`src/rtl/ccu_sched_pkg.sv`:
```
// Shared types and helpers for the CCU address scheduler.
package ccu_sched_pkg;

  localparam int unsigned DEFAULT_LINE_OFFSET = 6;

  typedef logic [15:0] sched_cnt_t;

  function automatic logic [63:0] line_of(input logic [63:0] addr, input int unsigned offset);
    return addr >> offset;
  endfunction

endpackage

```
`src/rtl/ccu_rr_pick.sv`:
```
// Round-robin picker: registered pointer and first-eligible search from it.
module ccu_rr_pick #(
  parameter int unsigned NUM_REQ = 4
) (
  input  logic                       clk_i,
  input  logic                       rst_ni,
  input  logic [NUM_REQ-1:0]         eligible_i,
  input  logic                       advance_i,
  output logic [NUM_REQ-1:0]         grant_o,
  output logic [$clog2(NUM_REQ)-1:0] grant_idx_o,
  output logic                       any_o
);

  localparam int unsigned IDX_W = $clog2(NUM_REQ);

  logic [IDX_W-1:0] ptr_q, ptr_d, idx;

  always_comb begin
    grant_o     = '0;
    grant_idx_o = '0;
    any_o       = 1'b0;
    ptr_d       = ptr_q;
    idx         = '0;
    for (int unsigned i = 0; i < NUM_REQ; i++) begin
      idx = IDX_W'((32'(ptr_q) + i) % NUM_REQ);
      if (!any_o && eligible_i[idx]) begin
        any_o        = 1'b1;
        grant_o[idx] = 1'b1;
        grant_idx_o  = idx;
        ptr_d        = (idx == IDX_W'(NUM_REQ - 1)) ? '0 : idx + 1'b1;
      end
    end
  end

  always_ff @(posedge clk_i or negedge rst_ni) begin
    if (!rst_ni) begin
      ptr_q <= '0;
    end else if (advance_i) begin
      ptr_q <= ptr_d;
    end
  end

endmodule

```
`src/rtl/ccu_addr_scheduler.sv`:
```
// Round-robin line-conflict-aware request scheduler with in-order in-flight table.
// Optional CCU_SCHED_STATS_EN adds a saturating conflict-cycle counter port.
module ccu_addr_scheduler
  import ccu_sched_pkg::*;
#(
  parameter int unsigned NUM_REQ      = 4,
  parameter int unsigned ADDR_WIDTH   = 32,
  parameter int unsigned LINE_OFFSET  = DEFAULT_LINE_OFFSET,
  parameter int unsigned MAX_INFLIGHT = 4
) (
  input  logic                              clk_i,
  input  logic                              rst_ni,
  input  logic [NUM_REQ-1:0]                req_valid_i,
  output logic [NUM_REQ-1:0]                req_ready_o,
  input  logic [NUM_REQ*ADDR_WIDTH-1:0]     req_addr_i,
  output logic                              out_valid_o,
  input  logic                              out_ready_i,
  output logic [ADDR_WIDTH-1:0]             out_addr_o,
  output logic [$clog2(NUM_REQ)-1:0]        out_id_o,
  input  logic                              done_i,
  output logic [$clog2(MAX_INFLIGHT+1)-1:0] inflight_o,
  output logic                              busy_o
`ifdef CCU_SCHED_STATS_EN
  ,output sched_cnt_t                       conflict_cnt_o
`endif
);

  localparam int unsigned IDX_W  = $clog2(NUM_REQ);
  localparam int unsigned PTR_W  = $clog2(MAX_INFLIGHT);
  localparam int unsigned CNT_W  = $clog2(MAX_INFLIGHT + 1);
  localparam int unsigned LINE_W = ADDR_WIDTH - LINE_OFFSET;

  logic [LINE_W-1:0]       tbl_line_q [MAX_INFLIGHT];
  logic [MAX_INFLIGHT-1:0] tbl_vld_q;
  logic [PTR_W-1:0]        head_q, tail_q;
  logic [CNT_W-1:0]        inflight_q;

  logic [LINE_W-1:0]  req_line [NUM_REQ];
  logic [LINE_W-1:0]  out_line;
  logic [NUM_REQ-1:0] tbl_hit, out_hit, eligible, pick_grant;
  logic [IDX_W-1:0]   pick_idx;
  logic               pick_any, capacity_ok, grant_allowed, fire, push, pop;

  assign out_line = LINE_W'(line_of(64'(out_addr_o), LINE_OFFSET));

  // Parallel lookup of every requester line against all valid entries and the held output.
  always_comb begin
    tbl_hit  = '0;
    out_hit  = '0;
    eligible = '0;
    for (int unsigned r = 0; r < NUM_REQ; r++) begin
      req_line[r] = LINE_W'(line_of(64'(req_addr_i[r*ADDR_WIDTH +: ADDR_WIDTH]), LINE_OFFSET));
      for (int unsigned e = 0; e < MAX_INFLIGHT; e++) begin
        if (tbl_vld_q[e] && (tbl_line_q[e] == req_line[r])) tbl_hit[r] = 1'b1;
      end
      out_hit[r]  = out_valid_o && (out_line == req_line[r]);
      eligible[r] = req_valid_i[r] && !tbl_hit[r] && !out_hit[r];
    end
  end

  // Held output slot is counted so an accepted handshake always has a table entry.
  assign capacity_ok   = ({1'b0, inflight_q} + {{CNT_W{1'b0}}, out_valid_o})
                         < (CNT_W+1)'(MAX_INFLIGHT);
  assign grant_allowed = rst_ni && capacity_ok && (!out_valid_o || out_ready_i);
  assign fire          = grant_allowed && pick_any;
  assign req_ready_o   = grant_allowed ? pick_grant : '0;

  ccu_rr_pick #(
    .NUM_REQ (NUM_REQ)
  ) u_rr_pick (
    .clk_i       (clk_i),
    .rst_ni      (rst_ni),
    .eligible_i  (eligible),
    .advance_i   (fire),
    .grant_o     (pick_grant),
    .grant_idx_o (pick_idx),
    .any_o       (pick_any)
  );

  always_ff @(posedge clk_i or negedge rst_ni) begin
    if (!rst_ni) begin
      out_valid_o <= 1'b0;
      out_addr_o  <= '0;
      out_id_o    <= '0;
    end else if (fire) begin
      out_valid_o <= 1'b1;
      out_addr_o  <= req_addr_i[pick_idx*ADDR_WIDTH +: ADDR_WIDTH];
      out_id_o    <= pick_idx;
    end else if (out_ready_i) begin
      out_valid_o <= 1'b0;
    end
  end

  assign push = out_valid_o && out_ready_i;
  assign pop  = done_i && (inflight_q != '0);

  always_ff @(posedge clk_i) begin
    if (push) tbl_line_q[tail_q] <= out_line;
  end

  always_ff @(posedge clk_i or negedge rst_ni) begin
    if (!rst_ni) begin
      tbl_vld_q  <= '0;
      head_q     <= '0;
      tail_q     <= '0;
      inflight_q <= '0;
    end else begin
      if (pop) begin
        tbl_vld_q[head_q] <= 1'b0;
        head_q            <= head_q + 1'b1;
      end
      if (push) begin
        tbl_vld_q[tail_q] <= 1'b1;
        tail_q            <= tail_q + 1'b1;
      end
      case ({push, pop})
        2'b10:   inflight_q <= inflight_q + 1'b1;
        2'b01:   inflight_q <= inflight_q - 1'b1;
        default: inflight_q <= inflight_q;
      endcase
    end
  end

  assign inflight_o = inflight_q;
  assign busy_o     = out_valid_o || (inflight_q != '0);

`ifdef CCU_SCHED_STATS_EN
  logic conflict_seen;
  assign conflict_seen = |(req_valid_i & (tbl_hit | out_hit));

  always_ff @(posedge clk_i or negedge rst_ni) begin
    if (!rst_ni) begin
      conflict_cnt_o <= '0;
    end else if (conflict_seen && (conflict_cnt_o != '1)) begin
      conflict_cnt_o <= conflict_cnt_o + 1'b1;
    end
  end
`endif

endmodule

```
`config.mk`:
```
export PLATFORM = sky130hd
export DESIGN_NAME = ccu_addr_scheduler
export DESIGN_NICKNAME = d
export VERILOG_FILES = /design/src/rtl/ccu_sched_pkg.sv /design/src/rtl/ccu_rr_pick.sv /design/src/rtl/ccu_addr_scheduler.sv
export SDC_FILE = /design/constraint.sdc
export NUM_CORES = 1
export LEC_CHECK = 0
export BUFFER_PORTS_ARGS = -buffer_cell sky130_fd_sc_hd__buf_2
export CAP_MARGIN = 20
export CELL_PAD_IN_SITES_DETAIL_PLACEMENT = 1
export CELL_PAD_IN_SITES_GLOBAL_PLACEMENT = 1
export CORE_ASPECT_RATIO = 0.9
export CORE_MARGIN = 4
export CORE_UTILIZATION = 40
export CTS_BUF_LIST = sky130_fd_sc_hd__clkbuf_2
export DETAILED_ROUTE_END_ITERATION = 10
export MAX_ROUTING_LAYER = met4
export PLACE_DENSITY_LB_ADDON = 0.1
export SLEW_MARGIN = 20
export SYNTH_ARGS = -nofsm -noshare
export SYNTH_HDL_FRONTEND = slang
export SYNTH_SLANG_ARGS = --single-unit
```
`constraint.sdc`:
```
create_clock -name clk_i -period 8.68 [get_ports clk_i]
set_input_delay 1.302 -clock clk_i [delete_from_list [all_inputs] [get_ports clk_i]]
set_output_delay 1.302 -clock clk_i [all_outputs]
set_load 0.01 [all_outputs]
```
==> impl_metrics.env <==
export IMPL_placementRows=64
export IMPL_hold_viol_final=0
export IMPL_synth_enable_flop_cells=104
export IMPL_gr_total_overflow=0
export IMPL_synth_adder_area_share=0.0150
export IMPL_place_gp_congestion=1.16
export IMPL_grt_max_degree=50
export IMPL_cts_sinks=152
export IMPL_synth_nets=1533
export IMPL_grt_pass1_vias=10668
export IMPL_rsz0062_at_grt="false"
export IMPL_finalSetupViolations=0
export IMPL_cts_resized_gates=0
export IMPL_fill_cells=3846
export IMPL_worstSetupPathType="flip-flop to output pin"
export IMPL_routed_wl_um=67400
export IMPL_initial_utilization=0.406
export IMPL_maxCapViolCount=0
export IMPL_ir_drop_v=0.000187
export IMPL_start_kind="flip-flop"
export IMPL_nNetsFinal=1480
export IMPL_dr_first_iter_drc_count=1281
export IMPL_status="completed"
export IMPL_endpoint_kind="output pin"
export IMPL_via_per_inst=5.99
export IMPL_maxSlewHeadroom=0.313
export IMPL_cts_tree="done"
export IMPL_wire_per_inst_um=37.3
export IMPL_dr_pass1_iters=6
export IMPL_async_flop_share=0.316
export IMPL_synth_seq_area_share=0.313
export IMPL_yosys_area_share_simple=0.106
export IMPL_final_area_sq_um=14000
export IMPL_antenna_found_initial=5
export IMPL_netlist_area_sq_um=13800
export IMPL_syn_inst=1381
export IMPL_portBuffers=178
export IMPL_hold_buffers=0
export IMPL_crit_chain="xor2_1 -> nor4_2 -> nand4_1 -> o41ai_1 -> nand3b_2 -> mux4_1 -> clkinv_2 -> and2_1 -> a222oi_1 -> a21oi_1 -> buf_2"
export IMPL_ios=179
export IMPL_clk_path_buf_depth=2
export IMPL_min_path_type="input pin to asynchronous set/reset pin"
export IMPL_yosys_most_used_dff="edfxtp_1"
export IMPL_p_leak_nw=4.59
export IMPL_synth_top_family_by_area="XOR/XNOR gates"
export IMPL_hold_ws_ps=476
export IMPL_total_power_mw=3.99
export IMPL_cts_setup_buffers=0
export IMPL_yosysWarnings=0
export IMPL_synth_xor_area_frac=0.333
export IMPL_cts_htree_levels=4
export IMPL_powerDensity_nw_per_um2=286
export IMPL_num_vias=10837
export IMPL_max_stage_delay_ps=670
export IMPL_period_share=0.742
export IMPL_setup_tns_ps=0
export IMPL_cts_root_buffer="clkbuf_2"
export IMPL_dpl_cell_area_sq_um=13700
export IMPL_crit_path_max_fanout=10
export IMPL_cp_data_required_time_ps=7380
export IMPL_die_y_um=184
export IMPL_dp_hpwl_um=53600
export IMPL_drc=0
export IMPL_skew_ps=61.0
export IMPL_numCtsBuffers=17
export IMPL_slowest_stage="dfrtp_1"
export IMPL_grtUsageTotal=0.366
export IMPL_areaGrowthSynthToFinish_pct=1.21
export IMPL_clk_latency_ps=990
export IMPL_coreArea_sq_um=34000
export IMPL_ant_nets=0
export IMPL_synth_avg_cell_area_sq_um=9.99
export IMPL_slew_violations=0
export IMPL_grt_pass1_wl_um=90500
export IMPL_arrival_ps=5140
export IMPL_min_period_ps=6440
export IMPL_worstMarginPinSlew_ps=1030
export IMPL_ys_ff_latch=152
export IMPL_die_area_sq_um=37500
export IMPL_drive_gt1_frac=0.181
export IMPL_synth_compound_area_share=0.0504
export IMPL_path_clk_slew_ps=250
export IMPL_fmax_mhz=155
export IMPL_die_w_um=204
export IMPL_synth_cell_types=63
export IMPL_synthMuxAreaShare=0.0575
synth_stat cells (all sizes together), types with 2 or more instances:
cell	count	area share
mux2	4	0.0033
clkinv	2	0.00063
o31a	2	0.0013
nand2	51	0.014
nor3	19	0.0069
nand3b	3	0.0019
o2111ai	2	0.0025
a21oi	9	0.0033
nand3	25	0.0094
inv	14	0.0038
a22oi	8	0.0062
xor2	32	0.020
ha	15	0.014
xnor2	493	0.31
o21ai	4	0.0015
nor4	26	0.012
a21boi	2	0.0014
nor2	4	0.0011
o22ai	3	0.0014
mux2i	65	0.047
and3	4	0.0018
and2	2	0.00091
edfxtp	104	0.23
clkbuf	111	0.031
o211ai	3	0.0026
mux4	4	0.0071
o41ai	2	0.0013
nor3b	3	0.0020
nand4	116	0.053
o32ai	2	0.0013
buf	149	0.089
a21o	4	0.0022
a222oi	3	0.0022
o221ai	32	0.020
dfrtp	48	0.087
final cells by class:
class / count / area, sq um / share of cell area
multi-input combinational: 953 / 7770 / 0.556
inverter: 16 / 61.3 / 0.00439
tap: 462 / 578 / 0.0414
antenna: 6 / 15.0 / 0.00107
timing repair buffer: 188 / 966 / 0.0691
clock inverter: 12 / 158 / 0.0113
sequential: 152 / 4320 / 0.310
clock buffer: 20 / 100 / 0.00717
logic make-up after synthesis:
kind of cell	count (synthesis)
multiplexers	73
adder cells (fa/ha/maj)	16
flip-flops	152
XOR/XNOR	525
buffers and inverters	276
AO/OA/AOI/OAI	80
AND/OR/NAND/NOR	259
routing by layer:
metal  vias to the layer above  part of all wire  track usage
li1                       4523                 -            -
met1                      5618              0.43        0.496
met4                         0             0.037        0.133
met5                         -                 0            -
met2                       602              0.43        0.521
met3                        94             0.098        0.106
metrics by stage:
stage	worst slack, ps	utilization	instances
floorplan	3690	-	1381
global placement	2380	0.402	1771
detailed placement	2210	0.402	1771
CTS	1990	0.410	1803
global route	1990	0.410	1809
finish	2240	0.410	1809
flip-flops by register name, indices dropped and copies added (netlist names):
signal           count
out_id_o             2
head_q               2
inflight_o           3
tail_q               2
tbl_line_q         104
out_valid_o          1
tbl_vld_q            4
u_rr_pick.ptr_q      2
out_addr_o          32
cell usage in the layout (no fill, tap or decap), drive strengths merged, types with 4 or more instances in the layout:
cell type	Yosys	routed
nand4	116	116
nor3	19	19
mux2i	65	65
o21ai	4	4
clkbuf	111	20
xor2	32	32
mux4	4	4
a21o	4	4
mux2	4	4
ha	15	15
and3	4	4
dfrtp	48	48
a21oi	9	9
inv	14	17
bufinv	0	4
nor4	26	26
nor2	4	4
buf	149	188
a22oi	8	8
xnor2	493	493
clkinv	2	7
edfxtp	104	104
nand3	25	25
o221ai	32	32
nand2	51	51
diode	0	6
worst paths after layout:
path                                             from                         end  slack [ps]  cells past startpoint
setup / recovery           out_addr_o[11]$_DFFE_PN0P_              req_ready_o[0]        2240                     11
hold / removal                                 rst_ni      tbl_vld_q[1]$_DFF_PN0_         480                      2
setup reg to reg           out_addr_o[11]$_DFFE_PN0P_  out_addr_o[16]$_DFFE_PN0P_        3440                     12
hold reg to reg               out_id_o[0]$_DFFE_PN0P_     out_id_o[0]$_DFFE_PN0P_         510                      2
max in group asynchronous                      rst_ni  out_addr_o[13]$_DFFE_PN0P_        7610                      2
min in group clk_i            out_id_o[0]$_DFFE_PN0P_     out_id_o[0]$_DFFE_PN0P_         510                      2
power breakdown:
group	switching (mW)	internal, mW	total, mW
Sequential	0.441	1.02	1.46
Combinational	1.22	0.819	2.04
Clock	0.299	0.189	0.488
critical path, delay by kind of cell, from the launching register on:
kind / cells / cell delay, ps
flip-flops: 1 / 670
AND/OR/NAND/NOR: 4 / 1550
multiplexers: 1 / 390
AO/OA/AOI/OAI: 3 / 1050
XOR/XNOR: 1 / 240
buffers and inverters: 2 / 300
Power figures use the tool's default switching activity.
